File: src/rtl/adc_avg_capture.sv
// ADC conversion sequencer with 2^ACC_LOG2 sample averaging.
// Completed groups are tagged with a rotation angle and queued in a FWFT FIFO.
module adc_avg_capture #(
  parameter int DATA_W    = 12,
  parameter int ACC_LOG2  = 3,
  parameter int FIFO_LOG2 = 3,
  parameter int TIMEOUT   = 1000
) (
  input  logic                fpga_clk,
  input  logic                rst,
  input  logic                sys_init_ctrl,
  input  logic                adc_en,
  input  logic                trg_tick,
  input  logic [9:0]          rot_count,
  output logic                adc_start,
  input  logic                adc_done,
  input  logic [DATA_W-1:0]   adc_data,
  output logic                out_valid,
  input  logic                out_ready,
  output logic [DATA_W-1:0]   out_avg,
  output logic [9:0]          out_angle,
  output logic [FIFO_LOG2:0]  fifo_count,
  output logic                busy,
  output logic                overflow,
  output logic                timeout_err
);

  localparam int ACC_W = DATA_W + ACC_LOG2;
  localparam int ENT_W = DATA_W + 10;
  localparam int DEPTH = 1 << FIFO_LOG2;
  localparam int TMO_W = (TIMEOUT > 1) ? $clog2(TIMEOUT) : 1;

  localparam logic [TMO_W-1:0] TMO_INIT = TMO_W'(TIMEOUT - 1);
  localparam logic [TMO_W-1:0] TMO_ONE  = TMO_W'(1);
  localparam logic [ACC_LOG2-1:0] CNT_ONE = ACC_LOG2'(1);
  localparam logic [FIFO_LOG2:0] FC_ONE  = (FIFO_LOG2+1)'(1);
  localparam logic [FIFO_LOG2:0] FC_FULL = (FIFO_LOG2+1)'(DEPTH);
  localparam logic [FIFO_LOG2-1:0] PTR_ONE = FIFO_LOG2'(1);

  typedef enum logic [1:0] {
    S_IDLE,
    S_START,
    S_WAIT,
    S_PUSH
  } state_t;

  state_t state;
  state_t state_nx;

  logic                 clr;
  logic [ACC_W-1:0]     acc;
  logic [ACC_LOG2-1:0]  sample_cnt;
  logic [9:0]           angle_tag;
  logic [TMO_W-1:0]     tmo_cnt;
  logic                 last;
  logic                 tmo_hit;
  logic [DATA_W-1:0]    avg;

  logic [ENT_W-1:0]     mem [DEPTH];
  logic [FIFO_LOG2-1:0] wptr;
  logic [FIFO_LOG2-1:0] rptr;
  logic [ENT_W-1:0]     head;
  logic                 full;
  logic                 pop;
  logic                 push_req;
  logic                 push;

  assign clr     = rst | sys_init_ctrl;
  assign last    = (sample_cnt == '1);
  assign tmo_hit = (tmo_cnt == '0);
  assign avg     = acc[ACC_W-1:ACC_LOG2];

  // State register; any clear abandons an in-flight conversion.
  always_ff @(posedge fpga_clk) begin
    if (clr) state <= S_IDLE;
    else     state <= state_nx;
  end

  // Next-state decode plus start pulse and busy flag.
  always_comb begin
    state_nx  = state;
    adc_start = 1'b0;
    busy      = 1'b1;
    unique case (state)
      S_IDLE: begin
        busy = 1'b0;
        if (adc_en && trg_tick) state_nx = S_START;
      end
      S_START: begin
        adc_start = 1'b1;
        state_nx  = S_WAIT;
      end
      S_WAIT: begin
        if (adc_done)     state_nx = last ? S_PUSH : S_IDLE;
        else if (tmo_hit) state_nx = S_IDLE;
      end
      S_PUSH:  state_nx = S_IDLE;
      default: state_nx = S_IDLE;
    endcase
  end

  // Accumulator, sample counter, angle tag and conversion timeout.
  always_ff @(posedge fpga_clk) begin
    if (clr) begin
      acc         <= '0;
      sample_cnt  <= '0;
      angle_tag   <= '0;
      tmo_cnt     <= '0;
      timeout_err <= 1'b0;
    end else begin
      unique case (state)
        S_IDLE: begin
          if (!adc_en && sample_cnt != '0) begin
            acc        <= '0;
            sample_cnt <= '0;
          end
        end
        S_START: begin
          if (sample_cnt == '0) angle_tag <= rot_count;
          tmo_cnt <= TMO_INIT;
        end
        S_WAIT: begin
          if (adc_done) begin
            acc        <= acc + {{ACC_LOG2{1'b0}}, adc_data};
            sample_cnt <= sample_cnt + CNT_ONE;
          end else if (tmo_hit) begin
            acc         <= '0;
            sample_cnt  <= '0;
            timeout_err <= 1'b1;
          end else begin
            tmo_cnt <= tmo_cnt - TMO_ONE;
          end
        end
        S_PUSH: begin
          acc        <= '0;
          sample_cnt <= '0;
        end
        default: ;
      endcase
    end
  end

  assign out_valid = (fifo_count != '0);
  assign full      = (fifo_count == FC_FULL);
  assign pop       = out_valid & out_ready;
  assign push_req  = (state == S_PUSH);
  assign push      = push_req & (~full | pop);
  assign head      = mem[rptr];
  assign out_avg   = out_valid ? head[DATA_W-1:0] : '0;
  assign out_angle = out_valid ? head[ENT_W-1:DATA_W] : '0;

  // Entry storage; stale contents are masked by out_valid.
  always_ff @(posedge fpga_clk) begin
    if (push) mem[wptr] <= {angle_tag, avg};
  end

  // Pointers, occupancy and sticky overflow.
  always_ff @(posedge fpga_clk) begin
    if (clr) begin
      wptr       <= '0;
      rptr       <= '0;
      fifo_count <= '0;
      overflow   <= 1'b0;
    end else begin
      if (push) wptr <= wptr + PTR_ONE;
      if (pop)  rptr <= rptr + PTR_ONE;
      unique case ({push, pop})
        2'b10:   fifo_count <= fifo_count + FC_ONE;
        2'b01:   fifo_count <= fifo_count - FC_ONE;
        default: fifo_count <= fifo_count;
      endcase
      if (push_req && !push) overflow <= 1'b1;
    end
  end

endmodule

File: config.mk
export PLATFORM = sky130hd
export DESIGN_NAME = adc_avg_capture
export DESIGN_NICKNAME = d
export VERILOG_FILES = /design/src/rtl/adc_avg_capture.sv
export SDC_FILE = /design/constraint.sdc
export NUM_CORES = 1
export LEC_CHECK = 0
export BUFFER_PORTS_ARGS = -buffer_cell sky130_fd_sc_hd__buf_2
export CELL_PAD_IN_SITES_DETAIL_PLACEMENT = 0
export CELL_PAD_IN_SITES_GLOBAL_PLACEMENT = 1
export CORE_ASPECT_RATIO = 0.5
export CORE_MARGIN = 5
export CORE_UTILIZATION = 45
export DETAILED_ROUTE_END_ITERATION = 10
export PLACE_DENSITY = 0.73
export SLEW_MARGIN = 20
export SYNTH_ARGS = -nofsm -noshare
export SYNTH_HDL_FRONTEND = slang
export SYNTH_SLANG_ARGS = --single-unit
export TNS_END_PERCENT = 10
File: constraint.sdc
create_clock -name fpga_clk -period 5.4 [get_ports fpga_clk]
set_input_delay 1.08 -clock fpga_clk [delete_from_list [all_inputs] [get_ports fpga_clk]]
set_output_delay 1.08 -clock fpga_clk [all_outputs]
set_load 0.03 [all_outputs]
## After elaboration in Yosys (flattened, before gate mapping)

Memory sizes are Yosys's and may differ from the RTL's. A register that Yosys moved wholly into a read port is not among the register bits.
Index checks and enable logic that the tools add are counted.

- Add/sub/neg operators: 7
- Bitwise operators: 6
- Muxes and demuxes: 25
- Eq/ne operators: 12
- Reductions and logical operators: 18

Operator list:

| cell | count |
|---|---|
| 15-bit 2-to-1 mux | 3 |
| 15-bit one-hot mux with 3 select lines | 1 |
| 10-bit 2-to-1 mux | 3 |
| 10-bit one-hot mux with 2 select lines | 1 |
| 15-bit by 12-bit adder with 15-bit output | 1 |
| 3-bit 2-to-1 mux | 5 |
| 12-bit 2-to-1 mux | 1 |
| 10-bit zero test | 1 |
| 10-bit by 1-bit subtractor with 10-bit output (second input constant) | 1 |
| 3-bit by 1-bit adder with 3-bit output (second input constant) | 3 |
| 3-bit one-hot mux with 3 select lines | 1 |
| 3-bit AND reduction | 3 |
| 2-bit 2-to-1 mux | 4 |
| 2-bit != test (second input constant) | 4 |
| 2-bit one-hot mux with 4 select lines | 1 |
| 4-bit one-hot mux with 2 select lines | 1 |
| 2-bit equality test (second input constant) | 3 |
| 3-bit nonzero test | 2 |
| 4-bit by 1-bit adder with 4-bit output (second input constant) | 1 |
| 2-bit by 1-bit equality test with 1-bit output (second input constant) | 2 |
| 4-bit equality test (second input constant) | 1 |
| 1-bit 2-to-1 mux | 4 |
| 2-bit AND reduction | 2 |
| 2-bit nonzero test | 2 |
| other kinds (11) | 17 |

- Output and inout bits: 31
- Memories kept: 1
- Input port bits: 29
- RAM bits: 176
- Bits in registers: 52
- Logic and storage cells: 79

Memories:

| memory | words | width | rd ports | clocked after memory_dff | wr ports | RTL line | source |
|---|---|---|---|---|---|---|---|
| mem | 8 | 22 | 1 | 1 | 1 | 59 | `logic [ENT_W-1:0] mem [DEPTH];` |

## Logic depth before layout (Yosys ltp)

- Depth after elaboration: 6
- Mapped depth: 11
- Gate-level depth less buffers: 11

## Worst setup path before layout

OpenSTA, ideal clock, no wires.

- Path type: in2reg
- From: input out_ready
- To: memory mem[0][0] (netlist name) (enable)
- Arrival: 3417 ps
- Setup slack: 1526 ps
- Buffers on the path: 0
- Setup time: 457 ps
- Required time: 4943 ps
- Stages on the path: 2
- Cells stage by stage: o311ai_2 -> nor4_1

- Longest elaborated chain between the ends: 5

RTL lines:

| element | RTL line | source |
|---|---|---|
| start: declaration | 19 | `input logic out_ready,` |
| 1-bit AND | 145 | `assign pop = out_valid & out_ready;` |
| 1-bit bitwise OR | 147 | `assign push = push_req & (~full \| pop);` |
| 1-bit AND | 147 |  |
| 1-bit 2-to-1 mux | 154 | `if (push) mem[wptr] <= {angle_tag, avg};` |
| 1-bit 2-to-1 mux (not written as such) | 154 |  |
| end: declaration | 59 |  |

No other way between the ends.

==> run metrics <==
Final Total Pwr=3.61 mW; Diodes inserted=0; Setup Buffers After CTS=0; CTS tree=yes; Fin Setup TNS=0 ns; total global-route track usage=0.157; Layout Skew=0.0157 ns; Worst path top cell family by delay=multiplexers; Tightest Hold Check Type=flip-flop to flip-flop; ys flop type=edfxtp_1; Peak VDD IR=0.147 mV; P&R area growth vs syn=15.0%; vias per inst=5.38; routed via count=5239; #FFs+latches synth=231; Period minus WS final=3.68 ns; Leak Pwr=3.96 nW; startpoint types=flip-flop; Unique masters post-synth=48; number of synthesized flops with an enable pin=176; highest clock rate=272 MHz; Starting DRT DRC Count=352; global route overflow=0; Setup crit end kind=primary output; Final Hold Fails=0; first-pass GRT wire length=30200 microns; vias in the first global route=5378; area of the core=20700 sq um; top cell type's share of synthesized area=0.554; met3 WL=816 microns; post_cts resized=0; Clock transition at path regs=0.07 ns; Nets=737; DRT Pass-1 Iters=5; critical path's slowest cell=dfxtp_2; Final setup viols=0; Final ANT Viol Nets=0; Die W=216 microns; row cnt=37; post-synthesis area per instance=15.4 sq um; clock latency on the worst-skew pair=0.50 ns; WP data arrival=2.60 ns; Final GP Congestion=0.782; antenna violations before repair=0; Seq/Total Area, Yosys=0.670; Tcrit/Tclk final=0.682; WP data required=4.32 ns; Metal-1 WL=9000 microns; largest net degree at the start of global routing=45; H-tree lvl count=1; layout cell share with drive strength beyond 1=0.237; IO Port Bufs=59; Post-route DRC=0; clock sinks=231; fraction of synthesis flops using an asynchronous set or reset pin=0; Initial Util=0.461; Chip Height=113 microns; Worst Path Buf+Inv=2; die footprint=24400 sq um; clock buffer depth=3; cells taking the most area after synthesis=edfxtp_1 (55%), dfxtp_1 (12%), mux4_2 (10%); Pwr per Cell Area=329 nW/um^2; met2 routed WL=8830 microns; Detailed Place HPWL=11600 microns; Critical Path Max Stage Delay=0.67 ns; max_cap viols=0; root buffer cell=clkbuf_16; post-synthesis instance total=620; post-detailed-routing wire length=18900 microns; post-synth top area cell=edfxtp_1; CTS Hold Buffers Added=0; IO Pins=60; Mapped Area=9540 sq um; Syn. warnings=0; worst path cell trace=buf_4 > mux4_2 > mux2i_1 > nor2_1 > buf_2; Final Max Slew Viols=0; top layer reached by signal wires=met4; Num CTS Buffers=21; fill count=1666; status=finished, final reports clean; unrepaired setup endpoints after global routing=no; Worst-Margin Slew=1.06 ns; type of the worst setup path=flip-flop to primary output; post-synth net total=672; CP Max Fanout=17; Max transition margin=0.291; WL/cell=19.4 microns
## layout by cell type (no fill, tap or decap), drive strengths merged, types with 10 or more instances in the layout
cell type | synthesis | routed
a21oi | 32 | 32
buf | 9 | 68
clkbuf | 17 | 24
dfxtp | 55 | 55
edfxtp | 176 | 176
ha | 21 | 21
inv | 12 | 14
mux2i | 24 | 24
mux4 | 44 | 44
nand2 | 40 | 40
nand3 | 10 | 10
nor2 | 67 | 67
xnor2 | 15 | 15
xor2 | 10 | 10
## per-layer routing
metal | vias to the layer above | track usage
li1 | 2513 | -
met5 | - | 0
met4 | 0 | 0.0264
met3 | 16 | 0.0297
met2 | 86 | 0.256
met1 | 2624 | 0.228
## tightest hold or removal path, stage by stage (launching register included)
cell,delay [ns]
dfxtp_1,0.33
a31oi_1,0.04
nor2_1,0.07
## report_power, final
part	internal [mW]	switching [mW]	total (mW)
Combinational	0.0220	0.0373	0.0594
Clock	1.01	0.647	1.66
Sequential	1.89	0.00445	1.89
## sequential cells by signal, summed over array words and instances, names as in the netlist, named ones only
register and cells:
mem 176, acc 15, angle_tag 10, tmo_cnt 10, fifo_count 4, rptr 3, sample_cnt 3, wptr 3
state 2, overflow 1, timeout_err 1
## final timing paths
path                           endpoint  slack (ns)                       start  depth (start not counted)
max                        out_angle[5]        1.72                   flip-flop                          5
min reg2reg    timeout_err$_SDFFE_PP0P_        0.48    timeout_err$_SDFFE_PP0P_                          2
max reg2reg  fifo_count[3]$_SDFFE_PP0P_        2.46  fifo_count[0]$_SDFFE_PP0P_                         12
min            timeout_err$_SDFFE_PP0P_        0.48    timeout_err$_SDFFE_PP0P_                          2
## metrics by stage
| stage | hold WS [ns] | area, sq um | worst slack [ns] | cells | util |
|---|---|---|---|---|---|
| global route | 0.504 | 11000 | 1.51 | 973 | 0.530 |
| finish | 0.478 | 11000 | 1.72 | 973 | 0.530 |
| detailed placement | 0.467 | 10200 | 2.18 | 935 | 0.492 |
| global placement | 0.451 | 10200 | 2.21 | 935 | 0.492 |
| CTS | 0.481 | 11000 | 1.64 | 973 | 0.530 |
| floorplan | 0.454 | 9540 | 1.53 | 620 | - |
## cell usage after synthesis, types with 3 or more instances
cell type,number
xor2_1,10
nor3_1,9
nand2b_1,5
mux2i_1,24
a22oi_1,7
nand2_1,40
dfxtp_1,55
a32o_1,3
a21oi_1,32
nand3_1,10
inv_1,12
nor2_1,66
a211oi_1,8
o21ai_0,5
buf_2,6
nor2b_1,3
a21o_1,9
edfxtp_1,176
clkbuf_1,17
ha_1,21
xnor2_1,15
mux4_2,44
buf_1,3
a31oi_1,3
or2_2,3
## area by class of cell
| class | instances | area, sq um | share of cell area |
|---|---|---|---|
| multi-input combinational | 351 | 3050 | 0.278 |
| tap | 273 | 342 | 0.0312 |
| clock buffer | 24 | 537 | 0.0490 |
| inverter | 12 | 45.0 | 0.00411 |
| clock inverter | 14 | 236 | 0.0216 |
| timing repair buffer | 68 | 363 | 0.0331 |
| sequential | 231 | 6390 | 0.583 |
## logic make-up (layout without fill, tap and decap cells)
family	Yosys count	count (layout)	synth area share
flip-flops	231	231	0.670
AND/OR/NAND/NOR	153	153	0.0724
AO/OA/AOI/OAI	82	82	0.0583
multiplexers	68	68	0.129
buffers and inverters	38	118	0.0157
XOR/XNOR	25	25	0.0230
adder cells (fa/ha/maj)	23	23	0.0318
Note: power is estimated with default switching activity, not from simulation.
